===== src/rtl/rv32i_fetch_pkg.sv =====
// rtl/rv32i_fetch_pkg.sv - shared constants and types for the instruction fetch front-end
package rv32i_fetch_pkg;

  localparam logic [31:0] NOP_INSTR = 32'h00000013;

  localparam int OPCODE_LSB = 0;
  localparam int OPCODE_MSB = 6;
  localparam int F3_LSB     = 12;
  localparam int F3_MSB     = 14;
  localparam int F7_LSB     = 25;
  localparam int F7_MSB     = 31;

  localparam int PC_W = 32;

  typedef struct packed {
    logic [PC_W-1:0] pc;
    logic [31:0]     instr;
  } fetch_entry_t;

endpackage


===== src/rtl/fetch_fifo.sv =====
// rtl/fetch_fifo.sv - DEPTH-entry synchronous FIFO with flush; head is read straight from storage
module fetch_fifo #(
  parameter int W     = 64,
  parameter int DEPTH = 2,
  localparam int AW   = (DEPTH > 1) ? $clog2(DEPTH) : 1,
  localparam int CW   = $clog2(DEPTH) + 1
) (
  input  logic          clk,
  input  logic          rst,
  input  logic          flush,
  input  logic          push,
  input  logic [W-1:0]  push_data,
  input  logic          pop,
  output logic [W-1:0]  head,
  output logic [CW-1:0] count,
  output logic          empty
);

  logic [W-1:0]  mem [DEPTH];
  logic [AW-1:0] rd_ptr;
  logic [AW-1:0] wr_ptr;
  logic          do_push;
  logic          do_pop;

  function automatic logic [AW-1:0] ptr_inc(input logic [AW-1:0] p);
    if (p == AW'(DEPTH - 1)) return '0;
    return p + AW'(1);
  endfunction

  // Flush wins over any same-cycle push or pop.
  assign do_push = push && !flush;
  assign do_pop  = pop && !flush && !empty;
  assign empty   = (count == '0);
  assign head    = mem[rd_ptr];

  always_ff @(posedge clk) begin
    if (rst || flush) begin
      rd_ptr <= '0;
      wr_ptr <= '0;
      count  <= '0;
    end else begin
      if (do_push) wr_ptr <= ptr_inc(wr_ptr);
      if (do_pop)  rd_ptr <= ptr_inc(rd_ptr);
      case ({do_push, do_pop})
        2'b10:   count <= count + CW'(1);
        2'b01:   count <= count - CW'(1);
        default: count <= count;
      endcase
    end
  end

  always_ff @(posedge clk) begin
    if (!rst && do_push) mem[wr_ptr] <= push_data;
  end

endmodule


===== src/rtl/instruction_fetch_unit.sv =====
// rtl/instruction_fetch_unit.sv - PC, credit-limited imem requests, response buffer and decode handoff
module instruction_fetch_unit
  import rv32i_fetch_pkg::*;
#(
  parameter int                ADDR_W   = 32,
  parameter logic [ADDR_W-1:0] RESET_PC = '0,
  parameter int                DEPTH    = 2
) (
  input  logic              clk,
  input  logic              rst,
  output logic              imem_req_valid,
  input  logic              imem_req_ready,
  output logic [ADDR_W-1:0] imem_req_addr,
  input  logic              imem_rsp_valid,
  input  logic [31:0]       imem_rsp_data,
  input  logic              redirect_valid,
  input  logic [ADDR_W-1:0] redirect_pc,
  input  logic              dec_ready,
  output logic              dec_valid,
  output logic [31:0]       dec_instr,
  output logic [ADDR_W-1:0] dec_pc,
  output logic [6:0]        dec_opcode,
  output logic [2:0]        dec_f3,
  output logic [6:0]        dec_f7
);

  localparam int CW = $clog2(DEPTH) + 1;
  localparam int EW = $bits(fetch_entry_t);

  logic [ADDR_W-1:0] pc_q;
  logic [CW-1:0]     drop_q;
  logic [CW-1:0]     inflight;
  logic [CW-1:0]     buf_count;
  logic              buf_empty;
  logic [ADDR_W-1:0] pcq_head;
  logic              pcq_empty;
  logic              req_fire;
  logic              rsp_keep;
  logic [CW:0]       credits_used;
  fetch_entry_t      push_entry;
  fetch_entry_t      head_entry;
  logic [31:0]       hold_instr;
  logic [ADDR_W-1:0] hold_pc;

  // Credits count both in-flight requests and buffered words; a pop only frees one next cycle.
  assign credits_used   = (CW+1)'(inflight) + (CW+1)'(buf_count);
  assign imem_req_valid = !rst && !redirect_valid && (credits_used < (CW+1)'(DEPTH));
  assign imem_req_addr  = pc_q;
  assign req_fire       = imem_req_valid && imem_req_ready;
  assign rsp_keep       = imem_rsp_valid && (drop_q == '0);

  assign push_entry = {PC_W'(pcq_head), imem_rsp_data};

  // Addresses of outstanding live requests, oldest first; its count is the in-flight total.
  fetch_fifo #(.W(ADDR_W), .DEPTH(DEPTH)) u_pc_queue (
    .clk       (clk),
    .rst       (rst),
    .flush     (redirect_valid),
    .push      (req_fire),
    .push_data (pc_q),
    .pop       (rsp_keep),
    .head      (pcq_head),
    .count     (inflight),
    .empty     (pcq_empty)
  );

  fetch_fifo #(.W(EW), .DEPTH(DEPTH)) u_fetch_buf (
    .clk       (clk),
    .rst       (rst),
    .flush     (redirect_valid),
    .push      (rsp_keep),
    .push_data (push_entry),
    .pop       (dec_valid && dec_ready),
    .head      (head_entry),
    .count     (buf_count),
    .empty     (buf_empty)
  );

  always_ff @(posedge clk) begin
    if (rst) begin
      pc_q <= RESET_PC;
    end else if (redirect_valid) begin
      pc_q <= {redirect_pc[ADDR_W-1:2], 2'b00};
    end else if (req_fire) begin
      pc_q <= pc_q + ADDR_W'(4);
    end
  end

  // A response landing in the redirect cycle is already stale, so it leaves the tally.
  always_ff @(posedge clk) begin
    if (rst) begin
      drop_q <= '0;
    end else if (redirect_valid) begin
      drop_q <= drop_q + inflight - CW'(imem_rsp_valid);
    end else if (imem_rsp_valid && (drop_q != '0)) begin
      drop_q <= drop_q - CW'(1);
    end
  end

  always_ff @(posedge clk) begin
    if (rst) begin
      hold_instr <= NOP_INSTR;
      hold_pc    <= RESET_PC;
    end else if (!buf_empty) begin
      hold_instr <= head_entry.instr;
      hold_pc    <= ADDR_W'(head_entry.pc);
    end
  end

  assign dec_valid  = !buf_empty;
  assign dec_instr  = buf_empty ? hold_instr : head_entry.instr;
  assign dec_pc     = buf_empty ? hold_pc : ADDR_W'(head_entry.pc);
  assign dec_opcode = dec_instr[OPCODE_MSB:OPCODE_LSB];
  assign dec_f3     = dec_instr[F3_MSB:F3_LSB];
  assign dec_f7     = dec_instr[F7_MSB:F7_LSB];

  rsp_has_owner: assert property (@(posedge clk) disable iff (rst)
    imem_rsp_valid |-> ((drop_q != '0) || !pcq_empty));

endmodule

===== config.mk =====
export PLATFORM = sky130hd
export DESIGN_NAME = instruction_fetch_unit
export DESIGN_NICKNAME = d
export VERILOG_FILES = /design/src/rtl/rv32i_fetch_pkg.sv /design/src/rtl/fetch_fifo.sv /design/src/rtl/instruction_fetch_unit.sv
export SDC_FILE = /design/constraint.sdc
export NUM_CORES = 1
export LEC_CHECK = 0
export BUFFER_PORTS_ARGS = -buffer_cell sky130_fd_sc_hd__buf_2
export CORE_AREA = 5 5 147 149
export CTS_BUF_LIST = sky130_fd_sc_hd__clkbuf_4
export DETAILED_ROUTE_END_ITERATION = 12
export DIE_AREA = 0 0 152 154
export GPL_TIMING_DRIVEN = 1
export PLACE_DENSITY = 0.88
export RECOVER_POWER = 50
export SYNTH_ARGS = -nofsm -noshare
export SYNTH_HDL_FRONTEND = slang
export SYNTH_SLANG_ARGS = --single-unit

===== constraint.sdc =====
create_clock -name clk -period 6.2 [get_ports clk]
set_input_delay 0 -clock clk [delete_from_list [all_inputs] [get_ports clk]]
set_output_delay 0 -clock clk [all_outputs]
set_load 0.005 [all_outputs]

### Word level (Yosys, flattened, before mapping)

Memories as Yosys holds them, arrays and structs flattened. A register that Yosys moved wholly into a read port is not among the register bits.
Cells that the tools add are included.

| word-level totals | value |
|---|---|
| flip-flop bits (word level) | 106 |
| memory bits (writable) | 192 |
| memories | 2 |

| operators by class | value |
|---|---|
| add/sub/neg operators | 13 |
| magnitude comparators | 1 |
| equality and inequality tests | 4 |
| mux-type cells | 36 |
| reductions and logical operators | 27 |

Memory list:

| name | depth | bits a word | rd ports | clocked after memory_dff | wr ports | line | source |
|---|---|---|---|---|---|---|---|
| u_fetch_buf.mem | 2 | 64 | 1 | 1 | 1 | fetch_fifo.sv:19 | `logic [W-1:0] mem [DEPTH];` |
| u_pc_queue.mem | 2 | 32 | 1 | 1 | 1 | fetch_fifo.sv:19 |  |

Operator list:

| cell | count |
|---|---|
| two-way mux 32 bit | 4 |
| adder 32 x 3 -> 32 bit (second input constant) | 1 |
| two-way mux 1 bit | 28 |
| logical AND 1 bit | 13 |
| nonzero test 2 bit | 5 |
| one-hot mux 2 bit (2 select lines) | 2 |
| logical NOT 2 bit | 3 |
| subtractor 2 x 1 -> 2 bit (second input constant) | 3 |
| adder 1 bit (second input constant) | 4 |
| adder 2 x 1 -> 2 bit (second input constant) | 2 |
| equality test 2 x 1 -> 1 bit (second input constant) | 2 |
| equality test 2 bit (second input constant) | 2 |
| logical NOT 1 bit | 4 |
| two-way mux 2 bit | 2 |
| adder 2 x 2 -> 3 bit | 1 |
| less-than comparator 3 x 2 -> 1 bit (second input constant) | 1 |
| adder 2 bit | 1 |
| OR reduction 2 bit | 1 |
| subtractor 2 x 1 -> 2 bit | 1 |
| logical OR 1 bit | 1 |

### Longest topological paths before layout

Gate-level depths: netlist of run 1.

| logic depth | value |
|---|---|
| word-level depth | 10 |
| mapped depth | 10 |
| depth with buffers taken out | 9 |

### By module

A second synthesis of run 1 with hierarchy kept.

| second synthesis, totals | value |
|---|---|
| cell total of the unflattened synthesis | 830 |
| area, all modules | 12,001.5 µm² |

By module, submodules not included:

| module | times used | cells each | area each (µm²) |
|---|---|---|---|
| fetch_fifo (u_fetch_buf) | 1 | 222 | 4,817.1 |
| instruction_fetch_unit | 1 | 485 | 4,665.7 |
| fetch_fifo (u_pc_queue) | 1 | 123 | 2,518.7 |

### Least setup slack after synthesis of run 1

No wires, ideal clock.

| path | value |
|---|---|
| path type | register to register |
| from | register drop_q[0] |
| to | memory u_fetch_buf.mem[1][0] (enable) |
| data arrival time | 4.895 ns |
| required time | 5.641 ns |
| path slack | 0.746 ns |
| cell stages (with the launch flop) | 5 |
| buffers on the path | 0 |
| period minus slack after synthesis | 5.454 ns |
| path through | dfxtp_1 -> inv_1 -> ha_1 -> nand2_1 -> nor3_1 |

| between the ends | value |
|---|---|
| longest elaborated chain between the ends | 6 |

Ends and longest elaborated chain:

| element | line | source |
|---|---|---|
| from (decl) | instruction_fetch_unit.sv:31 | `logic [CW-1:0] drop_q;` |
| from (signal assigned) | instruction_fetch_unit.sv:94 | `drop_q <= drop_q + inflight - CW'(imem_rsp_valid);` |
| from (signal assigned) | instruction_fetch_unit.sv:96 | `drop_q <= drop_q - CW'(1);` |
| logical NOT 2 bit | instruction_fetch_unit.sv:50 | `assign rsp_keep = imem_rsp_valid && (drop_q == '0);` |
| logical AND 1 bit | instruction_fetch_unit.sv:50 |  |
| logical AND 1 bit | fetch_fifo.sv:31 | `assign do_push = push && !flush;` |
| logical AND 1 bit | fetch_fifo.sv:53 | `if (!rst && do_push) mem[wr_ptr] <= push_data;` |
| two-way mux 1 bit | fetch_fifo.sv:53 |  |
| two-way mux 1 bit (implied by the code) | fetch_fifo.sv:53 |  |
| to (decl) | fetch_fifo.sv:19 |  |

No other way between the ends.

### Worst setup path after layout of run 1

| path | value |
|---|---|
| from | input redirect_valid |
| to | memory u_fetch_buf.mem[1][40] (enable) |

| between the ends | value |
|---|---|
| longest elaborated chain between the ends | 5 |

Ends and longest elaborated chain:

| element | line | source |
|---|---|---|
| from (decl) | instruction_fetch_unit.sv:16 | `input logic redirect_valid,` |
| logical NOT 1 bit | fetch_fifo.sv:31 |  |
| logical AND 1 bit | fetch_fifo.sv:31 |  |
| logical AND 1 bit | fetch_fifo.sv:53 |  |
| two-way mux 1 bit | fetch_fifo.sv:53 |  |
| two-way mux 1 bit (implied by the code) | fetch_fifo.sv:53 |  |

No other way between the ends.

==> reports/results.tsv, run 1 <==
stage	metric	value	unit
status	run status	finished with violations	
status	violated checks	capacitance limit, slew limit	
global_routing	gr usage total	23.2	%
routing	Wirelength per Cell	18.5	um
global_routing	first-pass GRT wire length	43700	um
finish	most frequent cells in the layout	edfxtp_1 (184), buf_2 (123), clkbuf_4 (106)	
floorplan	io pins	185	
routing	Post-DRT Antenna Nets	0	
timing	Final setup violation count	0	
synthesis	Yosys cell types	48	
routing	routed wire length	27800	um
power_and_ir_drop	pwr dens	288	nW/um^2
setup_path	critical path peak fanout	62	
clocking	clock insertion delay at the later pin of the skew report	0.67	ns
timing	clock skew	0.0588	ns
timing	Final Max Tran Viols	94	
clocking	root buf cell	clkbuf_4	
clocking	CTS Buffer Depth	3	
setup_path	crit path DAT	4.42	ns
floorplan	core box area	20000	sq um
routing	DRT iter0 DRCs	676	
setup_path	reg2reg path depth	5	
routing	First-pass DRT Iterations	5	
synthesis	#FFs+latches synth	290	
setup_path	CP Capture Type	flop	
routing	Vias per Instance	5.47	
timing	final hold vios	0	
setup_path	RR Endpoint	u_fetch_buf.mem[1][40]	
finish	area grow syn2layout	24.8	%
clocking	CTS buffer count	73	
clocking	htree depth	3	
finish	share of layout cells above drive strength 1	22.3	%
setup_path	Crit. Startpoint	redirect_valid	
timing	Slew HR	-161	%
clocking	Clock transition at path regs	0.06	ns
hold_path	Min-Delay Startpoint	imem_rsp_data[28]	
timing	RSZ-0062 raised after global routing	no	
placed_design	placed instance area	12400	sq um
synthesis	number of synthesized flops with an enable pin	184	
finish	Post-Layout Inst Area	14200	sq um
placed_design	post-DP HPWL	15600	um
clocking	Num Clock Sinks	290	
power_and_ir_drop	Leak	5.21	nW
setup_path	CP Class	primary input to flop	
finish	Net count, final	1251	
setup_path	crit path capture	u_fetch_buf.mem[1][40]	
placed_design	# port buffers	180	
floorplan	Starting Density	56.9	%
floorplan	die area	23400	sq um
finish	FILL cells	1380	
routing	vias after detailed routing	8233	
routing	DRC	0	
synthesis	mapped cell area	11400	sq um
power_and_ir_drop	Peak VDD IR	0.259	mV
setup_path	Critical Path RT	6.35	ns
timing	highest achievable clock rate	234	MHz
timing	Slew @ Worst Pin	3.92	ns
placed_design	routability cong.	0.809	
global_routing	initial antenna violation count	2	
floorplan	row count	52	
floorplan	die outline width	152	um
timing	post-route clock period utilization	68.9	%
hold_path	Hold Crit Class	primary input to flop	
synthesis	Ys Warns	0	
timing	min Tclk post-route	4.27	ns
synthesis	Mapped Avg Cell Area	12.9	sq um
clocking	CTS tree	done	
timing	setup tns final	0	ns
finish	most common cell after layout, fill and taps aside	edfxtp_1	
global_routing	vias in the first global route	8420	
setup_path	Reg2Reg Setup Slack	1.94	ns
synthesis	ys flop type	edfxtp_1	
setup_path	CP Launch Type	primary input	
setup_path	FF-to-FF Start	drop_q[0]	
synthesis	post-synthesis instance total	883	
floorplan	Vert. Die Dim	154	um
global_routing	Congestion Overflow GR	0	
flow_run	Max Cap Viol	3	
synthesis	Async S/R FF share, synth	0	%
global_routing	largest net degree at the start of global routing	109	
synthesis	Seq/Total Area, Yosys	67.0	%
-- synthesized netlist by cell type, types with 3 or more instances --
library cell | n | area share (%)
edfxtp_1 | 184 | 48
nor3_1 | 4 | 0.18
clkbuf_1 | 34 | 1.1
o21ai_0 | 74 | 3.2
xor2_1 | 8 | 0.61
mux2_2 | 31 | 3.1
and3_1 | 6 | 0.33
ha_1 | 6 | 0.66
a31oi_1 | 12 | 0.66
a22oi_1 | 4 | 0.26
inv_1 | 11 | 0.36
or2_2 | 5 | 0.27
a32oi_1 | 3 | 0.23
or3_1 | 6 | 0.33
mux2_1 | 6 | 0.59
a211oi_1 | 6 | 0.39
buf_4 | 20 | 1.3
nor4_1 | 3 | 0.16
buf_2 | 9 | 0.39
nand2_1 | 95 | 3.1
nand4_1 | 14 | 0.77
dfxtp_1 | 106 | 19
a21oi_1 | 21 | 0.92
and2_1 | 5 | 0.27
nand3_1 | 11 | 0.48
mux2i_1 | 62 | 5.4
nor2b_1 | 62 | 3.4
xnor2_1 | 8 | 0.61
nand4_2 | 3 | 0.33
nor2_1 | 38 | 1.3
-- worst min path at each step --
stage / to / slack [ns] / cells past startpoint
2_1_floorplan: u_fetch_buf.mem[0][0] / 0.1 / 0
3_3_place_gp: u_fetch_buf.mem[1][6] / 0.19 / 1
3_5_place_dp: u_fetch_buf.mem[0][0] / 0.19 / 1
4_1_cts: u_fetch_buf.mem[0][12] / 0.007 / 2
5_1_grt: u_fetch_buf.mem[0][29] / 0.04 / 2
6_report: u_fetch_buf.mem[0][28] / 0.07 / 2
-- where the power goes --
part           switching (mW)  leakage, nW  internal [mW]
logic                   0.158         2.10          0.133
clock network           0.753        0.580          0.917
registers              0.0386         2.53           2.10
-- worst max-delay path, stage by stage --
cell           delay, ns
dlygate4sd3_1       0.53
buf_2               0.35
or2_2               0.50
nor3_1              0.17
clkbuf_1            2.76
-- state kept, by name, summed over array words and instances (netlist names), named ones only --
register            flops
drop_q                  2
hold_instr             32
hold_pc                32
imem_req_addr          30
u_fetch_buf.count       2
u_fetch_buf.mem       124
u_fetch_buf.rd_ptr      1
u_fetch_buf.wr_ptr      1
u_pc_queue.count        2
u_pc_queue.mem         60
u_pc_queue.rd_ptr       1
u_pc_queue.wr_ptr       1
-- layout make-up --
class | instances | area (sq um) | area share [%]
clock buffer | 106 | 796 | 5.59
clock inverter | 27 | 188 | 1.32
timing repair buffer | 282 | 1820 | 12.8
inverter | 12 | 50.0 | 0.352
tap | 270 | 338 | 2.37
antenna | 2 | 5.00 | 0.0352
sequential | 290 | 7650 | 53.8
multi-input combinational | 515 | 3380 | 23.7
-- through the flow --
stage	util [%]	hold slack [ns]	total power, mW	worst slack (ns)	instances
final	71.0	0.0739	4.10	1.93	1504
after global routing	71.0	0.0358	4.29	1.67	1504
after CTS	71.4	0.00650	4.14	2.87	1502
after detailed placement	61.9	0.191	2.43	3.27	1276
after global placement	61.9	0.188	2.41	3.42	1276
after floorplan	-	0.0989	2.32	0.746	884
-- cells by family after synthesis --
family | Yosys count | synth area share [%]
XOR/XNOR | 16 | 1.23
multiplexers | 99 | 9.09
other | 1 | 0.0329
buffers and inverters | 79 | 3.53
AO/OA/AOI/OAI | 131 | 6.47
AND/OR/NAND/NOR | 260 | 11.8
flip-flops | 290 | 67.0
adder cells (fa/ha/maj) | 7 | 0.834
-- what timing repair did --
| item | in CTS | in global routing |
|---|---|---|
| endpoints found under the setup margin | 0 | 0 |
| resized for setup | 0 | 0 |
| hold buffers | 93 | 0 |
| endpoints found under the hold margin | 119 | 0 |
| setup buffers | 0 | 0 |
-- routing by layer --
layer  GRT usage [%]  vias to the layer above  routed length (um)
li1                -                     3793                   -
met3            5.42                       72                2070
met1            26.5                     3984               10300
met5               0                        -                   0
met4            9.80                        0                 843
met2            41.7                      384               14600
Power figures use the tool's default switching activity.
==> inputs of run 2 (changes only) <==
--- a/config.mk
+++ b/config.mk
@@ -6,12 +6,12 @@
 export NUM_CORES = 1
 export LEC_CHECK = 0
 export BUFFER_PORTS_ARGS = -buffer_cell sky130_fd_sc_hd__buf_2
-export CORE_AREA = 5 5 147 149
+export CORE_AREA = 5 5 153 155
 export CTS_BUF_LIST = sky130_fd_sc_hd__clkbuf_4
 export DETAILED_ROUTE_END_ITERATION = 12
-export DIE_AREA = 0 0 152 154
+export DIE_AREA = 0 0 158 160
 export GPL_TIMING_DRIVEN = 1
-export PLACE_DENSITY = 0.88
+export PLACE_DENSITY = 0.86
 export RECOVER_POWER = 50
 export SYNTH_ARGS = -nofsm -noshare
 export SYNTH_HDL_FRONTEND = slang
==> constraint.sdc (replaced) <==
create_clock -name clk -period 3.9 [get_ports clk]
set_input_delay 0 -clock clk [delete_from_list [all_inputs] [get_ports clk]]
set_output_delay 0 -clock clk [all_outputs]
set_load 0.005 [all_outputs]
==> reports/results.tsv, run 2 (same netlist as run 1, synthesis figures left out) <==
stage	metric	value	unit	change
global_routing	vias in the first global route	8487		+0.80%
hold_path	Hold Crit Class	primary input to flop		
finish	Post-Layout Inst Area	14500	sq um	+2.2%
flow_run	Max Cap Viol	4		+1
finish	max reg flops	124		unchanged
floorplan	row count	54		+3.8%
finish	share of layout cells above drive strength 1	22.8	%	+0.49 points
clocking	CTS Buffer Depth	3		unchanged
floorplan	Vert. Die Dim	160	um	+3.9%
finish	area grow syn2layout	27.5	%	
timing	clock skew	0.0541	ns	-0.00464 ns
setup_path	crit path DAT	4.22	ns	-0.20 ns
global_routing	Congestion Overflow GR	0		unchanged
timing	min Tclk post-route	3.66	ns	
clocking	# hold bufs at CTS	116		+25%
setup_path	CP delay by family, top	buffers and inverters		
setup_path	Reg2Reg Setup Slack	0.24	ns	-1.70 ns
clocking	Num Clock Sinks	290		unchanged
finish	most frequent cells in the layout	edfxtp_1 (184), buf_2 (134), dlygate4sd3_1 (116)		
placed_design	# port buffers	180		unchanged
clocking	setup repair bufs after CTS	0		unchanged
floorplan	io pins	185		unchanged
clocking	clock insertion delay at the later pin of the skew report	0.68	ns	about the same
finish	register area	7650	sq um	about the same
placed_design	post-DP HPWL	15700	um	+0.45%
setup_path	crit path cell chain	and2_1 -> fa_1 -> nor4_4 -> and2_4 -> inv_6 -> and3_1 -> a21oi_1 -> dlygate4sd3_1 -> a311oi_1 -> dlygate4sd3_1		
timing	Final setup violation count	0		unchanged
routing	Wirelength per Cell	18.8	um	+1.8%
placed_design	routability cong.	0.820		+1.4%
finish	largest registers	u_fetch_buf.mem x124, u_pc_queue.mem x60		
routing	DRC	0		unchanged
timing	Slew @ Worst Pin	2.02	ns	-1.90 ns
setup_path	CP peak stage delay	0.58	ns	-2.18 ns
timing	highest achievable clock rate	273	MHz	
timing	Slew HR	-34.3	%	+130 points
floorplan	core box area	21700	sq um	+8.2%
routing	First-pass DRT Iterations	7		+2
status	violated checks	capacitance limit, slew limit		
power_and_ir_drop	Peak VDD IR	0.290	mV	+12%
clocking	root buf cell	clkbuf_4		
global_routing	first-pass GRT wire length	45300	um	+3.6%
finish	Net count, final	1277		+2.1%
clocking	CTS buffer count	74		+1.4%
finish	Multi-input gate area	3380	sq um	about the same
setup_path	CP Capture Type	flop		
routing	Post-DRT Antenna Nets	0		unchanged
placed_design	placed instance area	12400	sq um	+0.32%
global_routing	initial antenna violation count	1		-1
timing	setup tns final	0	ns	unchanged
setup_path	CP Launch Type	flop		
floorplan	die area	25300	sq um	+8.0%
routing	vias after detailed routing	8273		+0.49%
clocking	PostCTS Resize Cnt	0		unchanged
timing	final hold vios	0		unchanged
finish	most common cell after layout, fill and taps aside	edfxtp_1		
timing	post-route clock period utilization	93.9	%	
global_routing	gr usage total	22.8	%	-0.39 points
routing	Vias per Instance	5.38		-1.8%
setup_path	WP buf/inv	3		unchanged
clocking	Clock transition at path regs	0.07	ns	about the same
routing	routed wire length	28900	um	+4.2%
setup_path	CP Class	flop to flop		
timing	RSZ-0062 raised after global routing	no		
status	run status	finished with violations		
finish	FILL cells	1526		+11%
floorplan	Starting Density	52.6	%	-4.3 points
setup_path	Most common cell on crit path	dlygate4sd3_1		
setup_path	CP max stage cell	dlygate4sd3_1		
floorplan	die outline width	158	um	+3.9%
power_and_ir_drop	Leak	5.43	nW	+4.2%
setup_path	Critical Path RT	4.46	ns	-1.89 ns
clocking	CTS tree	done		
setup_path	critical path peak fanout	28		-55%
finish	Largest Register	u_fetch_buf.mem		
timing	Final Max Tran Viols	158		+68%
clocking	htree depth	3		unchanged
power_and_ir_drop	pwr dens	458	nW/um^2	+59%
global_routing	largest net degree at the start of global routing	91		-17%
routing	DRT iter0 DRCs	662		-2.1%
[run 2: cell types whose count changed in the layout (fill, tap and decap cells not counted), moves of 6 or more]
cell / change
clkbuf_1: -10
mux2_2: -6
dlygate4sd3_1: +23
buf_2: +11
mux2_1: +6
clkbuf_4: +8
clkinv_1: -6
[run 2: metrics by stage]
step,utilization [%],power [mW],worst slack [ns],hold slack [ns],std cells
5_1_grt,67.0,6.97,0.0780,0.0123,1539
6_report,67.0,6.66,0.238,0.0702,1539
2_1_floorplan,-,3.69,0.338,0.0989,884
3_5_place_dp,57.4,3.86,1.06,0.192,1288
4_1_cts,67.4,6.68,0.324,0.00679,1538
3_3_place_gp,57.4,3.84,1.12,0.188,1288
[run 2: final timing paths]
kind,from,to,depth (start not counted)
worst max-delay path,u_fetch_buf.count[0],imem_req_addr[29],10
worst min-delay path,imem_rsp_data[24],u_fetch_buf.mem[1][24],2
worst max register to register,u_fetch_buf.count[0],imem_req_addr[29],10
worst min register to register,u_fetch_buf.rd_ptr,u_fetch_buf.rd_ptr,2
[run 2: final cells by class]
cell class	count	area share [%]
well taps	280	2.41
repair buffers	307	14.4
clock inverters	20	1.09
clock buffers	114	5.89
inverters	12	0.344
diodes	1	0.0172
flip-flops and latches	290	52.6
multi-input cells	515	23.3
[run 2: per-layer routing]
layer	track usage (%)	up-vias	share of wire [%]
met3	5.52	106	7.7
li1	-	3843	-
met4	10.5	0	4.1
met5	0	-	0
met1	28.7	3916	38
met2	37.1	408	50
[run 2: power breakdown]
part	total (mW)	internal, mW	switching [mW]
registers	3.42	3.35	0.0692
logic	0.485	0.231	0.254
clock network	2.76	1.53	1.23
==> inputs of run 3 (changes only) <==
--- a/config.mk
+++ b/config.mk
@@ -6,13 +6,16 @@
 export NUM_CORES = 1
 export LEC_CHECK = 0
 export BUFFER_PORTS_ARGS = -buffer_cell sky130_fd_sc_hd__buf_2
-export CORE_AREA = 5 5 153 155
+export CELL_PAD_IN_SITES_DETAIL_PLACEMENT = 1
+export CELL_PAD_IN_SITES_GLOBAL_PLACEMENT = 1
+export CORE_AREA = 5 5 169 171
 export CTS_BUF_LIST = sky130_fd_sc_hd__clkbuf_4
 export DETAILED_ROUTE_END_ITERATION = 12
-export DIE_AREA = 0 0 158 160
+export DIE_AREA = 0 0 174 176
 export GPL_TIMING_DRIVEN = 1
 export PLACE_DENSITY = 0.86
 export RECOVER_POWER = 50
+export REMOVE_ABC_BUFFERS = 1
 export SYNTH_ARGS = -nofsm -noshare
 export SYNTH_HDL_FRONTEND = slang
 export SYNTH_SLANG_ARGS = --single-unit
==> reports/results.tsv, run 3 (same netlist as run 1, synthesis figures left out) <==
stage	metric	value	unit	change
floorplan	die outline width	174	um	+10%
setup_path	reg2reg path depth	10		unchanged
timing	Final setup violation count	0		unchanged
placed_design	# port buffers	180		unchanged
timing	Slew @ Worst Pin	1.88	ns	-0.139 ns
finish	max reg flops	124		unchanged
routing	Vias per Instance	5.17		-3.9%
hold_path	Hold EP	u_fetch_buf.mem[0][13]		
routing	Wirelength per Cell	19.9	um	+6.0%
flow_run	Max Cap Viol	1		-3
setup_path	Critical Path RT	4.49	ns	+0.03 ns
global_routing	largest net degree at the start of global routing	127		+40%
power_and_ir_drop	pwr dens	476	nW/um^2	+4.0%
clocking	Clock transition at path regs	0.07	ns	about the same
power_and_ir_drop	share of total power in sequential cells	49.2	%	-2.1 points
hold_path	Min-Delay Startpoint	imem_rsp_data[13]		
clocking	setup repair bufs after CTS	0		unchanged
clocking	CTS Buffer Depth	3		unchanged
setup_path	FF-to-FF Start	u_pc_queue.count[0]		
power_and_ir_drop	switching share of power	23.1	%	-0.18 points
power_and_ir_drop	Peak VDD IR	0.184	mV	-36%
clocking	CTS tree	done		
clocking	htree depth	3		unchanged
floorplan	row count	60		+11%
placed_design	post-DP HPWL	17300	um	+10%
hold_path	WHS Path Cells	2		unchanged
placed_design	placed instance area	12600	sq um	+0.88%
power_and_ir_drop	internal power	5.33	mW	+4.3%
routing	Post-DRT Antenna Nets	0		unchanged
placed_design	placed cell count	1350		+4.8%
routing	DRT iter0 DRCs	444		-33%
power_and_ir_drop	Leak	5.39	nW	-0.77%
setup_path	crit path DAT	4.20	ns	-0.02 ns
setup_path	Reg2Reg Setup Slack	0.30	ns	+0.06 ns
floorplan	Starting Density	42.7	%	-9.9 points
status	violated checks	capacitance limit, slew limit		
setup_path	CP Class	flop to flop		
routing	routed wire length	31700	um	+9.5%
setup_path	critical path peak fanout	28		unchanged
clocking	PostCTS Resize Cnt	0		unchanged
hold_path	Hold Crit Class	primary input to flop		
routing	vias after detailed routing	8218		-0.66%
global_routing	Congestion Overflow GR	0		unchanged
setup_path	CP Launch Type	flop		
finish	Net count, final	1262		-1.2%
finish	register area	7650	sq um	about the same
timing	final hold vios	0		unchanged
clocking	# hold bufs at CTS	95		-18%
finish	largest registers	u_fetch_buf.mem x124, u_pc_queue.mem x60		
timing	RSZ-0062 raised after global routing	no		
finish	area grow syn2layout	27.6	%	
timing	highest achievable clock rate	278	MHz	+1.7%
finish	Multi-input gate area	3380	sq um	about the same
clocking	Num Clock Sinks	290		unchanged
setup_path	RR Endpoint	imem_req_addr[9]		
status	run status	finished with violations		
routing	First-pass DRT Iterations	5		-2
finish	Post-Layout Inst Area	14600	sq um	+0.10%
global_routing	initial antenna violation count	2		+1
floorplan	die area	30600	sq um	+21%
power_and_ir_drop	Gate power share	6.9	%	-0.4 points
clocking	clock insertion delay at the later pin of the skew report	0.68	ns	about the same
timing	post-route clock period utilization	92.4	%	-1.5 points
timing	min Tclk post-route	3.60	ns	-0.0597 ns
floorplan	io pins	185		unchanged
floorplan	core box area	26700	sq um	+23%
global_routing	gr usage total	20.4	%	-2.4 points
floorplan	Vert. Die Dim	176	um	+10%
finish	share of layout cells above drive strength 1	25.0	%	+2.2 points
finish	Largest Register	u_fetch_buf.mem		
clocking	root buf cell	clkbuf_4		
placed_design	routability cong.	0.782		-4.6%
timing	clock skew	0.0435	ns	-0.0106 ns
finish	most frequent cells in the layout	edfxtp_1 (184), clkbuf_4 (130), buf_2 (130)		
routing	DRC	0		unchanged
power_and_ir_drop	part of the power in the clock network	43.9	%	+2.5 points
power_and_ir_drop	Sw Pwr	1.60	mW	+3.3%
timing	Final Max Tran Viols	63		-60%
finish	FILL cells	2834		+86%
timing	hold slack	0.0845	ns	+0.0143 ns
setup_path	CP Capture Type	flop		
global_routing	vias in the first global route	9093		+7.1%
global_routing	first-pass GRT wire length	49700	um	+9.7%
finish	most common cell after layout, fill and taps aside	edfxtp_1		
timing	Slew HR	-25.0	%	+9.3 points
clocking	CTS buffer count	79		+6.8%
finish	number of cells in the finished layout apart from fillers	1590		+3.3%
## run 3: power by group through the flow
stage                     sequential [mW]  clock, mW  combinational [mW]
after floorplan                      3.46          0               0.188
after global placement               3.47          0               0.386
after detailed placement             3.47          0               0.404
after CTS                            3.41       3.09               0.484
after global routing                 3.42       3.32               0.523
final                                3.41       3.04               0.478
## run 3: cell type report
type                       instances  share of cell area [%]
timing repair buffer             287                    13.1
tap                              341                    2.93
clock buffer                     130                    6.71
inverter                          12                   0.344
antenna                            1                  0.0172
sequential                       290                    52.6
multi-input combinational        515                    23.2
clock inverter                    14                    1.13
## run 3: worst max-delay path by stage
stage / start / end / slack [ns] / cells after the start
5_1_grt: u_pc_queue.count[0] / imem_req_addr[9] / 0.09 / 10
6_report: u_pc_queue.count[0] / imem_req_addr[9] / 0.30 / 10
2_1_floorplan: drop_q[0] / u_fetch_buf.mem[0][0] / -1.58 / 4
4_1_cts: u_fetch_buf.count[0] / imem_req_addr[9] / 0.36 / 10
3_5_place_dp: u_fetch_buf.count[0] / u_pc_queue.mem[0][14] / 0.88 / 7
3_3_place_gp: u_fetch_buf.count[0] / u_pc_queue.mem[0][23] / 1.01 / 7
## run 3: routing by layer
layer / routed length [um] / GRT usage [%]
met2: 16300 / 36.8
met3: 1770 / 5.18
met4: 628 / 6.83
met1: 13000 / 23.8
met5: 7 / 0
## run 3: critical path, cell delays in order (launching register included)
cell           delay [ns]
dfxtp_1              0.42
and2_1               0.17
fa_1                 0.45
nor4_4               0.33
and2_4               0.41
inv_6                0.17
nor2_1               0.15
a32oi_1              0.11
dlygate4sd3_1        0.60
a21oi_1              0.14
dlygate4sd3_1        0.55
## run 3: per-stage QoR
step                TNS [ns]  worst slack [ns]  util, %  total power, mW
floorplan            -294.24             -1.58        -             3.65
global placement           0              1.01     47.0             3.85
detailed placement         0             0.875     47.0             3.88
CTS                        0             0.358     54.8             6.98
global route               0            0.0950     54.5             7.26
finish                     0             0.298     54.5             6.93
